===== config.mk =====
export PLATFORM = sky130hd
export DESIGN_NAME = tdc_thermo_decoder
export DESIGN_NICKNAME = d
export VERILOG_FILES = /design/src/rtl/tdc_thermo_decoder.sv
export SDC_FILE = /design/constraint.sdc
export NUM_CORES = 1
export LEC_CHECK = 0
export ABC_AREA = 1
export CORE_UTILIZATION = 40
export CTS_BUF_LIST = sky130_fd_sc_hd__clkbuf_8
export CTS_CLUSTER_SIZE = 40
export DETAILED_ROUTE_END_ITERATION = 6
export PLACE_DENSITY = 0.61
export SLEW_MARGIN = 10
export SYNTH_ARGS = -nofsm -noshare
export SYNTH_HDL_FRONTEND = slang
export SYNTH_SLANG_ARGS = --single-unit
export TNS_END_PERCENT = 10

===== constraint.sdc =====
create_clock -name clk -period 7.93 [get_ports clk]
set_clock_uncertainty 0.1 [all_clocks]
set_input_delay 0.793 -clock clk [delete_from_list [all_inputs] [get_ports clk]]
set_output_delay 0.793 -clock clk [all_outputs]
set_load 0.02 [all_outputs]

===== src/rtl/tdc_thermo_decoder.sv =====
// Receiving end of a CARRY4 tapped delay line: detects a hit edge at tap 0 and
// emits a {coarse, fine} timestamp with a bubble-tolerant population-count fine value.
module tdc_thermo_decoder #(
  parameter int NCARRY4  = 8,
  parameter int COARSE_W = 16,
  parameter int FINE_W   = 6
) (
  input  logic                  clk,
  input  logic                  rst_n,
  input  logic                  en,
  input  logic [4*NCARRY4-1:0]  taps_in,
  output logic                  ts_valid,
  input  logic                  ts_ready,
  output logic [COARSE_W-1:0]   ts_coarse,
  output logic [FINE_W-1:0]     ts_fine,
  output logic                  overflow
);

  localparam int TAPS = 4 * NCARRY4;

  logic [TAPS-1:0]               s1_q, s2_q;
  logic                          s2_prev0_q;
  logic [COARSE_W-1:0]           coarse_q, coarse_d;
  logic                          hit;

  logic                          p1_valid_q;
  logic [NCARRY4-1:0][2:0]       p1_nib_q, p1_nib_d;
  logic [COARSE_W-1:0]           p1_coarse_q;

  logic                          p2_valid_q;
  logic [FINE_W-1:0]             p2_fine_q, p2_fine_d;
  logic [COARSE_W-1:0]           p2_coarse_q;

  logic                          ts_valid_q, ts_valid_d;
  logic [COARSE_W-1:0]           ts_coarse_q, ts_coarse_d;
  logic [FINE_W-1:0]             ts_fine_q, ts_fine_d;
  logic                          overflow_q, overflow_d;
  logic                          load, drop;

  function automatic logic [2:0] popcnt4(input logic [3:0] v);
    return {2'b00, v[0]} + {2'b00, v[1]} + {2'b00, v[2]} + {2'b00, v[3]};
  endfunction

  // Only the second sample stage is trusted; s1 may be metastable.
  assign hit      = en & s2_q[0] & ~s2_prev0_q;
  assign coarse_d = en ? coarse_q + COARSE_W'(1) : '0;

  always_comb begin
    p1_nib_d = '0;
    for (int i = 0; i < NCARRY4; i++) begin
      p1_nib_d[i] = popcnt4(s2_q[4*i +: 4]);
    end
  end

  always_comb begin
    p2_fine_d = '0;
    for (int i = 0; i < NCARRY4; i++) begin
      p2_fine_d = p2_fine_d + FINE_W'(p1_nib_q[i]);
    end
  end

  // A result arriving while the held word is stalled is dropped, not queued.
  always_comb begin
    load        = en & p2_valid_q & (~ts_valid_q | ts_ready);
    drop        = en & p2_valid_q & ts_valid_q & ~ts_ready;
    ts_valid_d  = ts_valid_q;
    ts_coarse_d = ts_coarse_q;
    ts_fine_d   = ts_fine_q;
    if (load) begin
      ts_valid_d  = 1'b1;
      ts_coarse_d = p2_coarse_q;
      ts_fine_d   = p2_fine_q;
    end else if (ts_ready) begin
      ts_valid_d  = 1'b0;
    end
    overflow_d = en ? (overflow_q | drop) : 1'b0;
  end

  always_ff @(posedge clk or negedge rst_n) begin
    if (!rst_n) begin
      s1_q        <= '0;
      s2_q        <= '0;
      s2_prev0_q  <= 1'b0;
      coarse_q    <= '0;
      p1_valid_q  <= 1'b0;
      p1_nib_q    <= '0;
      p1_coarse_q <= '0;
      p2_valid_q  <= 1'b0;
      p2_fine_q   <= '0;
      p2_coarse_q <= '0;
      ts_valid_q  <= 1'b0;
      ts_coarse_q <= '0;
      ts_fine_q   <= '0;
      overflow_q  <= 1'b0;
    end else begin
      s1_q        <= taps_in;
      s2_q        <= s1_q;
      s2_prev0_q  <= s2_q[0];
      coarse_q    <= coarse_d;
      p1_valid_q  <= hit;
      p1_nib_q    <= p1_nib_d;
      p1_coarse_q <= coarse_q;
      p2_valid_q  <= en & p1_valid_q;
      p2_fine_q   <= p2_fine_d;
      p2_coarse_q <= p1_coarse_q;
      ts_valid_q  <= ts_valid_d;
      ts_coarse_q <= ts_coarse_d;
      ts_fine_q   <= ts_fine_d;
      overflow_q  <= overflow_d;
    end
  end

  assign ts_valid  = ts_valid_q;
  assign ts_coarse = ts_coarse_q;
  assign ts_fine   = ts_fine_q;
  assign overflow  = overflow_q;

endmodule


---- Word-level counts from Yosys, hierarchy flattened ----
Cells that the tools add are included.
storage, ports and cells
  flip-flop bits (word level) ............. 169
  bits of input ports ..................... 36
cells by class
  add/sub/neg operators ................... 32
  multiplexer cells ....................... 4
  bitwise logic cells ..................... 12
  reductions and logical operators ........ 1
operator list
  kind                                           number
  adder 2 x 1 -> 3 bit                           8
  adder 3 x 1 -> 3 bit                           8
  adder 6 x 3 -> 6 bit                           4
  adder 1 x 1 -> 2 bit                           8
  adder 16 x 1 -> 16 bit, second input constant  1
  2-to-1 mux 16 bit                              1
  AND 1 bit                                      7
  adder 5 x 3 -> 6 bit                           1
  adder 4 x 3 -> 5 bit                           1
  adder 3 x 3 -> 4 bit                           1
  2-to-1 mux 1 bit                               3
  NOT 1 bit                                      3
  bitwise OR 1 bit                               2
  nonzero test 2 bit                             1

---- Depth between registers and ports, before layout ----
Gate-level depths: netlist of run 1.
  word-level depth ........................ 7
  mapped depth ............................ 12
  mapped depth without buffers ............ 12

---- Worst setup path before layout of run 1 ----
OpenSTA, ideal clock, no wires.
  path kind ............................... reg-to-reg
  start ................................... reg p1_nib_q[2] (netlist bit)
  end ..................................... reg p2_fine_q[4]
  library setup time ...................... 0.123 ns
  data arrival time ....................... 3.160 ns
  required time ........................... 7.707 ns
  path slack .............................. 4.547 ns
  cell stages (with the launch flop) ...... 11
  path buffers ............................ 0
  period minus slack after synthesis ...... 3.383 ns
  path through ............................ dfrtp_1 -> fa_1 -> inv_1 -> fa_1 -> fa_1 -> fa_1 -> inv_1 -> ha_1 -> inv_1 -> fa_1 -> xnor2_1
on the way
  longest elaborated chain between the ends .. 7
RTL lines
  what                                RTL line  source
  start: declaration                  27        logic [NCARRY4-1:0][2:0] p1_nib_q, p1_nib_d;
  start signal: assignment            101       p1_nib_q <= p1_nib_d;
  adder 3 x 3 -> 4 bit                58        p2_fine_d = p2_fine_d + FINE_W'(p1_nib_q[i]);
  adder 4 x 3 -> 5 bit                58
  adder 5 x 3 -> 6 bit                58
  adder 6 x 3 -> 6 bit (4 in series)  58
  net p2_fine_d[4]                    31        logic [FINE_W-1:0] p2_fine_q, p2_fine_d;
  end signal: assignment              104       p2_fine_q <= p2_fine_d;
  end: declaration                    31
The timed path passes the listed nets, and every way through them passes these cells.
A chain may end at the register's enable or synchronous reset.

---- Worst setup path in the final report of run 1 ----
Ends and elaborated chain as after synthesis.

==> results_tabular.tex, run 1 <==
\begin{tabular}{lr}
\hline
Metric & Value \\
\hline
\multicolumn{2}{l}{\textbf{Pwr}} \\
\quad Leakage power & 3.58 nW \\
\quad Worst IR Drop VDD & 0.110 mV \\
\quad Total power density per cell area & 267 nW/um\^{}2 \\
\multicolumn{2}{l}{\textbf{Logic synthesis}} \\
\quad Synthesized cell area & 6100 um\^{}2 \\
\quad Yosys Warn Count & 0 \\
\quad Cell taking the most area after synthesis & sky130\_fd\_sc\_hd\_\_dfrtp\_1 \\
\quad Library cells used by synthesis & 25 \\
\quad Instance count of the mapped netlist & 475 \\
\quad Number of register bits inferred by synthesis & 169 \\
\quad Net count after synthesis & 559 \\
\quad Syn avg cell area & 12.8 um\^{}2 \\
\quad Dominant cells by area after synthesis & sky130\_fd\_sc\_hd\_\_dfrtp\_1, sky130\_fd\_sc\_hd\_\_fa\_1, sky130\_fd\_sc\_hd\_\_inv\_1 \\
\quad Sequential area share after synthesis & 69.3\% \\
\quad Top cell type's share of synthesized area & 69.3\% \\
\multicolumn{2}{l}{\textbf{Layout}} \\
\quad Number of nets in the final layout & 633 \\
\quad Fraction of layout instances using a drive strength above 1 & 7.12\% \\
\quad Post-route design area & 7280 um\^{}2 \\
\quad Number of filler cells placed in the layout & 1278 \\
\quad Signed area change from the synthesized netlist to the final layout & 19.3\% \\
\quad Post-route insts no fill & 746 \\
\quad Multi-input gate area in the final layout & 1440 um\^{}2 \\
\quad Sequential Area & 4230 um\^{}2 \\
\quad End-of-flow core utilization & 49.5\% \\
\quad Antenna fix cells & 0 \\
\multicolumn{2}{l}{\textbf{GRT}} \\
\quad Number of antenna violations at the first check in global routing & 0 \\
\quad Maximum number of pins on one net before global-route repair & 87 \\
\quad Met2 track demand over resource & 20.2\% \\
\quad Busiest layer in global routing & met2 \\
\quad Met3 layer usage reported by global route & 4.24\% \\
\quad Number of global-route vias before repair & 3451 \\
\quad GRT Resource Usage Total & 12.1\% \\
\quad GRT Residual Overflow & 0 \\
\quad First-pass GRT wire length & 14800 um \\
\quad Met1 Usage GRT & 14.1\% \\
\multicolumn{2}{l}{\textbf{STA}} \\
\quad Setup TNS Final & 0 ns \\
\quad FMAX & 285 MHz \\
\quad Number of hold-slack violations in the final timing report & 0 \\
\quad RSZ-0062 raised after global routing & false \\
\quad Tmin final & 3.51 ns \\
\quad Final worst-path cycle share & 44.2\% \\
\quad Rel. slew slack & 34.1\% \\
\quad Setup Viol. Count Final & 0 \\
\quad Tightest Pin Transition & 0.989 ns \\
\quad Final slew viol count & 0 \\
\multicolumn{2}{l}{\textbf{Drt}} \\
\quad Count of antenna-violating nets left after detailed routing & 0 \\
\quad Initial detailed-routing violation count & 168 \\
\quad Detail-routed via count per cell & 4.27 \\
\quad Wire length after detailed routing & 7980 um \\
\quad Wire length per cell & 10.7 um \\
\quad Detailed-route via count & 3184 \\
\quad First-pass detailed-route iteration total & 7 \\
\quad DRC & 5 \\
\multicolumn{2}{l}{\textbf{Floorplan}} \\
\quad Count of standard-cell rows & 44 \\
\quad I/O Pins & 60 \\
\quad Floorplan die height & 126 um \\
\quad DIE WIDTH & 126 um \\
\quad Die Area & 15800 um\^{}2 \\
\quad Initial cell density of the core & 41.5\% \\
\quad Std-Cell Core Area & 14700 um\^{}2 \\
\multicolumn{2}{l}{\textbf{Setup path}} \\
\quad CP Launch Type & flip-flop \\
\quad Number of buffers and inverters on the critical path & 3 \\
\quad Biggest cell delay along the critical path & 0.54 ns \\
\quad Critical path data arrival time & 3.74 ns \\
\quad Largest fanout of any net on the critical path & 2 \\
\quad Largest delay share family, worst path & adder cells \\
\quad Required time of the critical path & 8.16 ns \\
\quad CP Depth & 10 \\
\quad Critical path class & reg2reg \\
\quad Crit path max-delay cell type & sky130\_fd\_sc\_hd\_\_fa\_1 \\
\quad Most common cell on crit path & sky130\_fd\_sc\_hd\_\_fa\_1 \\
\quad Reg2Reg Depth & 10 \\
\quad CP endpoint kind & flip-flop \\
\quad Cells traversed along the worst timing path & fa\_1 > inv\_1 > fa\_1 > fa\_1 > fa\_1 > inv\_1 > ha\_1 > inv\_1 > fa\_1 > xnor2\_1 \\
\multicolumn{2}{l}{\textbf{Clocking}} \\
\quad CTS tree & yes \\
\quad Clock Sink Count & 169 \\
\quad Clock insertion delay at the later pin of the skew report & 0.44 ns \\
\quad CTS Buf Count & 17 \\
\quad Number of H-tree levels & 4 \\
\quad Clock input transition at the sequential cells of the worst setup and hold paths & 0.09 ns \\
\quad CTS resizes & 0 \\
\quad Post CTS Setup Buffer Count & 0 \\
\quad Hold buffer count at CTS & 0 \\
\quad Maximum number of buffers from clock root to sink & 2 \\
\quad CTS Root Cell & sky130\_fd\_sc\_hd\_\_clkbuf\_8 \\
\multicolumn{2}{l}{\textbf{Placement}} \\
\quad Total instance count after detailed placement & 714 \\
\quad Routability-driven placement congestion ratio & 0.831 \\
\quad Number of I/O port buffers & 59 \\
\quad Placed Instance Area & 6910 um\^{}2 \\
\quad Placed wire-length estimate & 5650 um \\
\multicolumn{2}{l}{\textbf{Run status}} \\
\quad Run status & complete, but fails checks \\
\quad Violations in the final reports & design-rule violations \\
\multicolumn{2}{l}{\textbf{Hold path}} \\
\quad Count of cells along the worst hold path & 0 \\
\quad Classification of the worst-slack hold path & reg2reg \\
\multicolumn{2}{l}{\textbf{Run}} \\
\quad Number of maximum-capacitance constraint violations & 0 \\
\hline
\end{tabular}
[final timing paths]
path | from | endpoint | slack, ns
max | p1_nib_q[2]$_DFF_PN0_ | p2_fine_q[4]$_DFF_PN0_ | 4.42
min | p1_coarse_q[14]$_DFF_PN0_ | p2_coarse_q[14]$_DFF_PN0_ | 0.25
max reg2reg | p1_nib_q[2]$_DFF_PN0_ | p2_fine_q[4]$_DFF_PN0_ | 4.42
min reg2reg | p1_coarse_q[14]$_DFF_PN0_ | p2_coarse_q[14]$_DFF_PN0_ | 0.25
max in group asynchronous | rst_n | ts_coarse[2]$_DFFE_PN0P_ | 5.96
min in group asynchronous | rst_n | p1_nib_q[12]$_DFF_PN0_ | 0.29
[cells by family after synthesis]
kind of cell	Yosys count	share of synthesized area (%)
xor gates and xnor gates	2	0.287
and+or+nand+nor	107	7.32
DFF	169	69.3
AOI/OAI and AO/OA	35	3.06
buffers and inverters	114	7.10
adders and majority gates	48	12.9
[layout by cell type (no fill, tap or decap), types with 4 or more instances in the layout]
cell type / count
sky130_fd_sc_hd__o21ai_0: 15
sky130_fd_sc_hd__fa_1: 25
sky130_fd_sc_hd__a21oi_1: 4
sky130_fd_sc_hd__clkinvlp_4: 4
sky130_fd_sc_hd__nand3_1: 7
sky130_fd_sc_hd__o21ai_1: 11
sky130_fd_sc_hd__ha_1: 23
sky130_fd_sc_hd__dfrtp_1: 169
sky130_fd_sc_hd__nor2_1: 28
sky130_fd_sc_hd__inv_1: 109
sky130_fd_sc_hd__clkdlybuf4s50_1: 58
sky130_fd_sc_hd__clkbuf_8: 18
sky130_fd_sc_hd__nand2_1: 61
[state kept, by name, indices dropped and copies added, names as in the netlist]
signal       flops
s1_q            32
s2_q            32
p1_nib_q        24
coarse_q        16
p1_coarse_q     16
p2_coarse_q     16
ts_coarse       16
p2_fine_q        6
ts_fine          6
overflow         1
p1_valid_q       1
p2_valid_q       1
s2_prev0_q       1
ts_valid         1
[metal layers]
| layer | up-vias | part of all wire [%] |
|---|---|---|
| li1 | 1559 | - |
| met1 | 1553 | 44 |
| met2 | 66 | 50 |
| met3 | 6 | 4.9 |
| met4 | 0 | 0.90 |
| met5 | - | 0 |
[stage by stage]
stage                     hold WS (ns)  power, mW  setup slack, ns
after floorplan                  0.231       1.26             4.55
after global placement           0.233       1.39             4.50
after detailed placement         0.235       1.42             4.40
after CTS                        0.252       1.98             4.39
after global routing             0.259       2.10             4.22
final                            0.251       1.94             4.42
[cell type report]
class / count / area share (%)
repair buffers: 60 / 8.24
clock buffers: 18 / 3.40
clock inverters: 14 / 1.69
inverters: 109 / 5.62
well taps: 184 / 3.16
flip-flops and latches: 169 / 58.1
multi-input cells: 192 / 19.8
[cells in the mapped netlist]
library cell and number:
sky130_fd_sc_hd__a211oi_1 1, sky130_fd_sc_hd__a21oi_1 4, sky130_fd_sc_hd__a31oi_1 1, sky130_fd_sc_hd__buf_2 4, sky130_fd_sc_hd__clkbuf_1 1, sky130_fd_sc_hd__dfrtp_1 169, sky130_fd_sc_hd__fa_1 25, sky130_fd_sc_hd__ha_1 23
sky130_fd_sc_hd__inv_1 108, sky130_fd_sc_hd__inv_2 1, sky130_fd_sc_hd__nand2_1 61, sky130_fd_sc_hd__nand2_2 1, sky130_fd_sc_hd__nand3_1 7, sky130_fd_sc_hd__nand3_2 2, sky130_fd_sc_hd__nand4_1 2, sky130_fd_sc_hd__nor2_1 28
sky130_fd_sc_hd__nor2_2 2, sky130_fd_sc_hd__nor2_4 1, sky130_fd_sc_hd__nor3_1 3, sky130_fd_sc_hd__o21a_1 1, sky130_fd_sc_hd__o21ai_0 15, sky130_fd_sc_hd__o21ai_1 11, sky130_fd_sc_hd__o21bai_1 2, sky130_fd_sc_hd__xnor2_1 1
sky130_fd_sc_hd__xor2_1 1
[worst register-to-register path: stages (launching register included)]
cell                      delay (ns)
sky130_fd_sc_hd__dfrtp_1        0.39
sky130_fd_sc_hd__fa_1           0.54
sky130_fd_sc_hd__inv_1          0.06
sky130_fd_sc_hd__fa_1           0.50
sky130_fd_sc_hd__fa_1           0.53
sky130_fd_sc_hd__fa_1           0.49
sky130_fd_sc_hd__inv_1          0.07
sky130_fd_sc_hd__ha_1           0.17
sky130_fd_sc_hd__inv_1          0.05
sky130_fd_sc_hd__fa_1           0.37
sky130_fd_sc_hd__xnor2_1        0.13
[where the power goes]
group / switching (mW) / internal [mW] / total (mW)
registers: 0.0245 / 0.937 / 0.961
clock network: 0.297 / 0.257 / 0.554
logic: 0.232 / 0.194 / 0.425
(Power assumes the default switching activity.)
==> run 2: changes to the inputs <==
==> constraint.sdc (replaced) <==
create_clock -name clk -period 3.3 [get_ports clk]
set_clock_uncertainty 0.1 [all_clocks]
set_input_delay 0.33 -clock clk [delete_from_list [all_inputs] [get_ports clk]]
set_output_delay 0.33 -clock clk [all_outputs]
set_load 0.02 [all_outputs]
==> run 2 against run 1 <==
Net effect:
- core utilization up 0.49 points
- clock power grew to 2.5 times the previous value
- wire length up 1.5%
- the run ends with design-rule violations, negative setup slack left
- critical path type unchanged
- via count decreased by 1.1%
- design area is 0.98% higher
- largest power group unchanged
==> results_tabular.tex, run 2 (synthesis results as in run 1) <==
\begin{tabular}{lr}
\hline
Metric & Value \\
\hline
\multicolumn{2}{l}{\textbf{Layout}} \\
\quad End-of-flow core utilization & 50.0\% (+0.49 points) \\
\quad Number of nets in the final layout & 636 (+0.47\%) \\
\quad Signed area change from the synthesized netlist to the final layout & 20.4\% \\
\quad Antenna fix cells & 0 (unchanged) \\
\quad Most common cell after layout, fill and taps aside & sky130\_fd\_sc\_hd\_\_dfrtp\_1 \\
\quad Multi-input gate area in the final layout & 1450 um\^{}2 (+0.87\%) \\
\quad Biggest registers after layout & s1\_q (32), s2\_q (32), p1\_nib\_q (24) \\
\quad Post-route design area & 7350 um\^{}2 (+0.98\%) \\
\quad Number of filler cells placed in the layout & 1276 (-0.16\%) \\
\quad Fraction of layout instances using a drive strength above 1 & 8.32\% (+1.2 points) \\
\quad Most used cells in the layout excluding fill and tap cells & sky130\_fd\_sc\_hd\_\_dfrtp\_1, sky130\_fd\_sc\_hd\_\_inv\_1, sky130\_fd\_sc\_hd\_\_nand2\_1 \\
\quad Sequential Area & 4230 um\^{}2 (unchanged) \\
\multicolumn{2}{l}{\textbf{Drt}} \\
\quad First-pass detailed-route iteration total & 6 (-1) \\
\quad Detail-routed via count per cell & 4.21 (-1.5\%) \\
\quad Wire length per cell & 10.8 um (+1.1\%) \\
\quad Wire length after detailed routing & 8100 um (+1.5\%) \\
\quad Count of antenna-violating nets left after detailed routing & 0 (unchanged) \\
\quad DRC & 5 (unchanged) \\
\quad Initial detailed-routing violation count & 119 (-29\%) \\
\quad Detailed-route via count & 3150 (-1.1\%) \\
\multicolumn{2}{l}{\textbf{GRT}} \\
\quad Number of global-route vias before repair & 3277 (-5.0\%) \\
\quad GRT Resource Usage Total & 12.2\% (+0.089 points) \\
\quad GRT Residual Overflow & 0 (unchanged) \\
\quad Maximum number of pins on one net before global-route repair & 86 (-1.1\%) \\
\quad Number of antenna violations at the first check in global routing & 0 (unchanged) \\
\quad First-pass GRT wire length & 14600 um (-1.6\%) \\
\multicolumn{2}{l}{\textbf{Placement}} \\
\quad Placed Instance Area & 6940 um\^{}2 (+0.43\%) \\
\quad Number of I/O port buffers & 59 (unchanged) \\
\quad Placed wire-length estimate & 5650 um (about the same) \\
\quad Routability-driven placement congestion ratio & 0.811 (-2.3\%) \\
\multicolumn{2}{l}{\textbf{STA}} \\
\quad Final slew viol count & 0 (unchanged) \\
\quad RSZ-0062 raised after global routing & true \\
\quad Number of hold-slack violations in the final timing report & 0 (unchanged) \\
\quad Setup Viol. Count Final & 2 (+2) \\
\quad Rel. slew slack & 50.1\% (+16 points) \\
\quad Worst-case setup margin in the final layout & -0.164 ns (-4.59 ns) \\
\quad FMAX & 289 MHz (+1.3\%) \\
\quad Tightest Pin Transition & 0.749 ns (-0.240 ns) \\
\quad Tmin final & 3.46 ns (-0.0446 ns) \\
\quad Final worst-path cycle share & 105\% (+61 points) \\
\multicolumn{2}{l}{\textbf{Pwr}} \\
\quad Fraction of power consumed by the clock network & 29.3\% (+0.8 points) \\
\quad Worst IR Drop VDD & 0.323 mV (+190\%) \\
\quad Total power density per cell area & 653 nW/um\^{}2 (+140\%) \\
\quad Leakage power & 3.62 nW (+0.92\%) \\
\quad Reg power frac & 48.1\% (-1.4 points) \\
\quad Switching fraction of total power & 29.6\% (+1.0 points) \\
\quad Switch Pwr & 1.42 mW (+160\%) \\
\quad Comb pwr share & 22.5\% (+0.6 points) \\
\quad Power consumption & 4.80 mW (+150\%) \\
\quad Cell-internal power & 3.38 mW (+140\%) \\
\multicolumn{2}{l}{\textbf{Floorplan}} \\
\quad Die Area & 15800 um\^{}2 (unchanged) \\
\quad Floorplan die height & 126 um (unchanged) \\
\quad Initial cell density of the core & 41.5\% (unchanged) \\
\quad Std-Cell Core Area & 14700 um\^{}2 (unchanged) \\
\quad Count of standard-cell rows & 44 (unchanged) \\
\quad DIE WIDTH & 126 um (unchanged) \\
\quad I/O Pins & 60 (unchanged) \\
\multicolumn{2}{l}{\textbf{Setup path}} \\
\quad Critical path class & reg2reg \\
\quad Largest fanout of any net on the critical path & 2 (unchanged) \\
\quad Critical path data arrival time & 3.71 ns (-0.03 ns) \\
\quad Required time of the critical path & 3.55 ns (-4.61 ns) \\
\quad CP endpoint kind & flip-flop \\
\quad CP Launch Type & flip-flop \\
\multicolumn{2}{l}{\textbf{Clocking}} \\
\quad CTS tree & yes \\
\quad Maximum number of buffers from clock root to sink & 2 (unchanged) \\
\quad CTS Root Cell & sky130\_fd\_sc\_hd\_\_clkbuf\_8 \\
\quad Number of H-tree levels & 4 (unchanged) \\
\quad Clock Sink Count & 169 (unchanged) \\
\quad Post CTS Setup Buffer Count & 0 (unchanged) \\
\quad Clock insertion delay at the later pin of the skew report & 0.46 ns (+0.02 ns) \\
\quad CTS Buf Count & 17 (unchanged) \\
\quad Clock input transition at the sequential cells of the worst setup and hold paths & 0.09 ns (about the same) \\
\multicolumn{2}{l}{\textbf{Hold path}} \\
\quad Classification of the worst-slack hold path & in2reg \\
\multicolumn{2}{l}{\textbf{Run status}} \\
\quad Run status & complete, but fails checks \\
\quad Violations in the final reports & design-rule violations, negative setup slack \\
\multicolumn{2}{l}{\textbf{Run}} \\
\quad Number of maximum-capacitance constraint violations & 0 (unchanged) \\
\hline
\end{tabular}
-- run 2: changes by cell type in the layout (fill, tap and decap cells not counted), moves of 2 or more --
cell,delta
sky130_fd_sc_hd__clkinv_2,-3
sky130_fd_sc_hd__inv_8,+3
sky130_fd_sc_hd__clkinv_4,+2
sky130_fd_sc_hd__clkinvlp_4,-2
sky130_fd_sc_hd__inv_1,-2
sky130_fd_sc_hd__inv_6,+2
-- run 2: final cells by class --
type                       instances  share of cell area [%]
tap                              184                    3.13
clock buffer                      17                    3.18
clock inverter                    15                    2.15
inverter                         109                    5.57
multi-input combinational        192                    19.8
timing repair buffer              63                    8.67
sequential                       169                    57.6
-- run 2: metal layers --
layer  GRT usage [%]  share of wire [%]  routed length [um]
met5               0                  0                   0
met4            6.67                2.1                 168
met3            4.15                3.9                 316
met2            19.3                 48                3900
met1            14.8                 46                3710
-- run 2: worst paths after layout --
check	start	endpoint	slack, ns	cells past startpoint
setup / recovery	p1_nib_q[2]$_DFF_PN0_	p2_fine_q[3]$_DFF_PN0_	-0.16	10
hold / removal	taps_in[19]	s1_q[19]$_DFF_PN0_	0.20	1
setup reg to reg	p1_nib_q[2]$_DFF_PN0_	p2_fine_q[3]$_DFF_PN0_	-0.16	10
hold reg to reg	s1_q[9]$_DFF_PN0_	s2_q[9]$_DFF_PN0_	0.25	0
max in group asynchronous	rst_n	s2_q[30]$_DFF_PN0_	1.81	3
min in group asynchronous	rst_n	overflow$_DFF_PN0_	0.39	2
-- run 2: timing repair --
action                                  CTS  global route
hold endpoints to repair                 83             0
resized for setup                         0             3
endpoints found under the setup margin    2             3
pin swaps                                 0             1
hold buffers                              1             0
cloned                                    0             0
-- run 2: through the flow --
| step | setup WS, ns | hold WS (ns) | cells | setup TNS, ns |
|---|---|---|---|---|
| finish | -0.164 | 0.205 | 749 | -0.282 |
| global route | -0.263 | 0.172 | 749 | -0.473 |
| CTS | -0.172 | 0.169 | 749 | -0.269 |
| detailed placement | -0.159 | 0.235 | 716 | -0.243 |
| global placement | -0.0641 | 0.233 | 716 | -0.0641 |
| floorplan | -0.0278 | -0.0656 | 475 | -0.0278 |
-- run 2: power groups by stage --
stage	Combinational [mW]	Sequential [mW]	Clock, mW
detailed placement	1.05	2.36	0
CTS	1.06	2.31	1.47
global placement	0.984	2.35	0
global route	1.30	2.33	1.55
floorplan	0.644	2.38	0
finish	1.08	2.31	1.41
-- run 2: worst max-delay path, stage by stage, from the launching register on --
cell and delay, ns:
sky130_fd_sc_hd__dfrtp_1 0.40, sky130_fd_sc_hd__fa_1 0.55, sky130_fd_sc_hd__inv_2 0.04, sky130_fd_sc_hd__fa_1 0.55, sky130_fd_sc_hd__fa_1 0.43, sky130_fd_sc_hd__fa_1 0.45
sky130_fd_sc_hd__inv_1 0.07, sky130_fd_sc_hd__ha_2 0.17, sky130_fd_sc_hd__inv_1 0.05, sky130_fd_sc_hd__fa_2 0.51, sky130_fd_sc_hd__inv_1 0.04
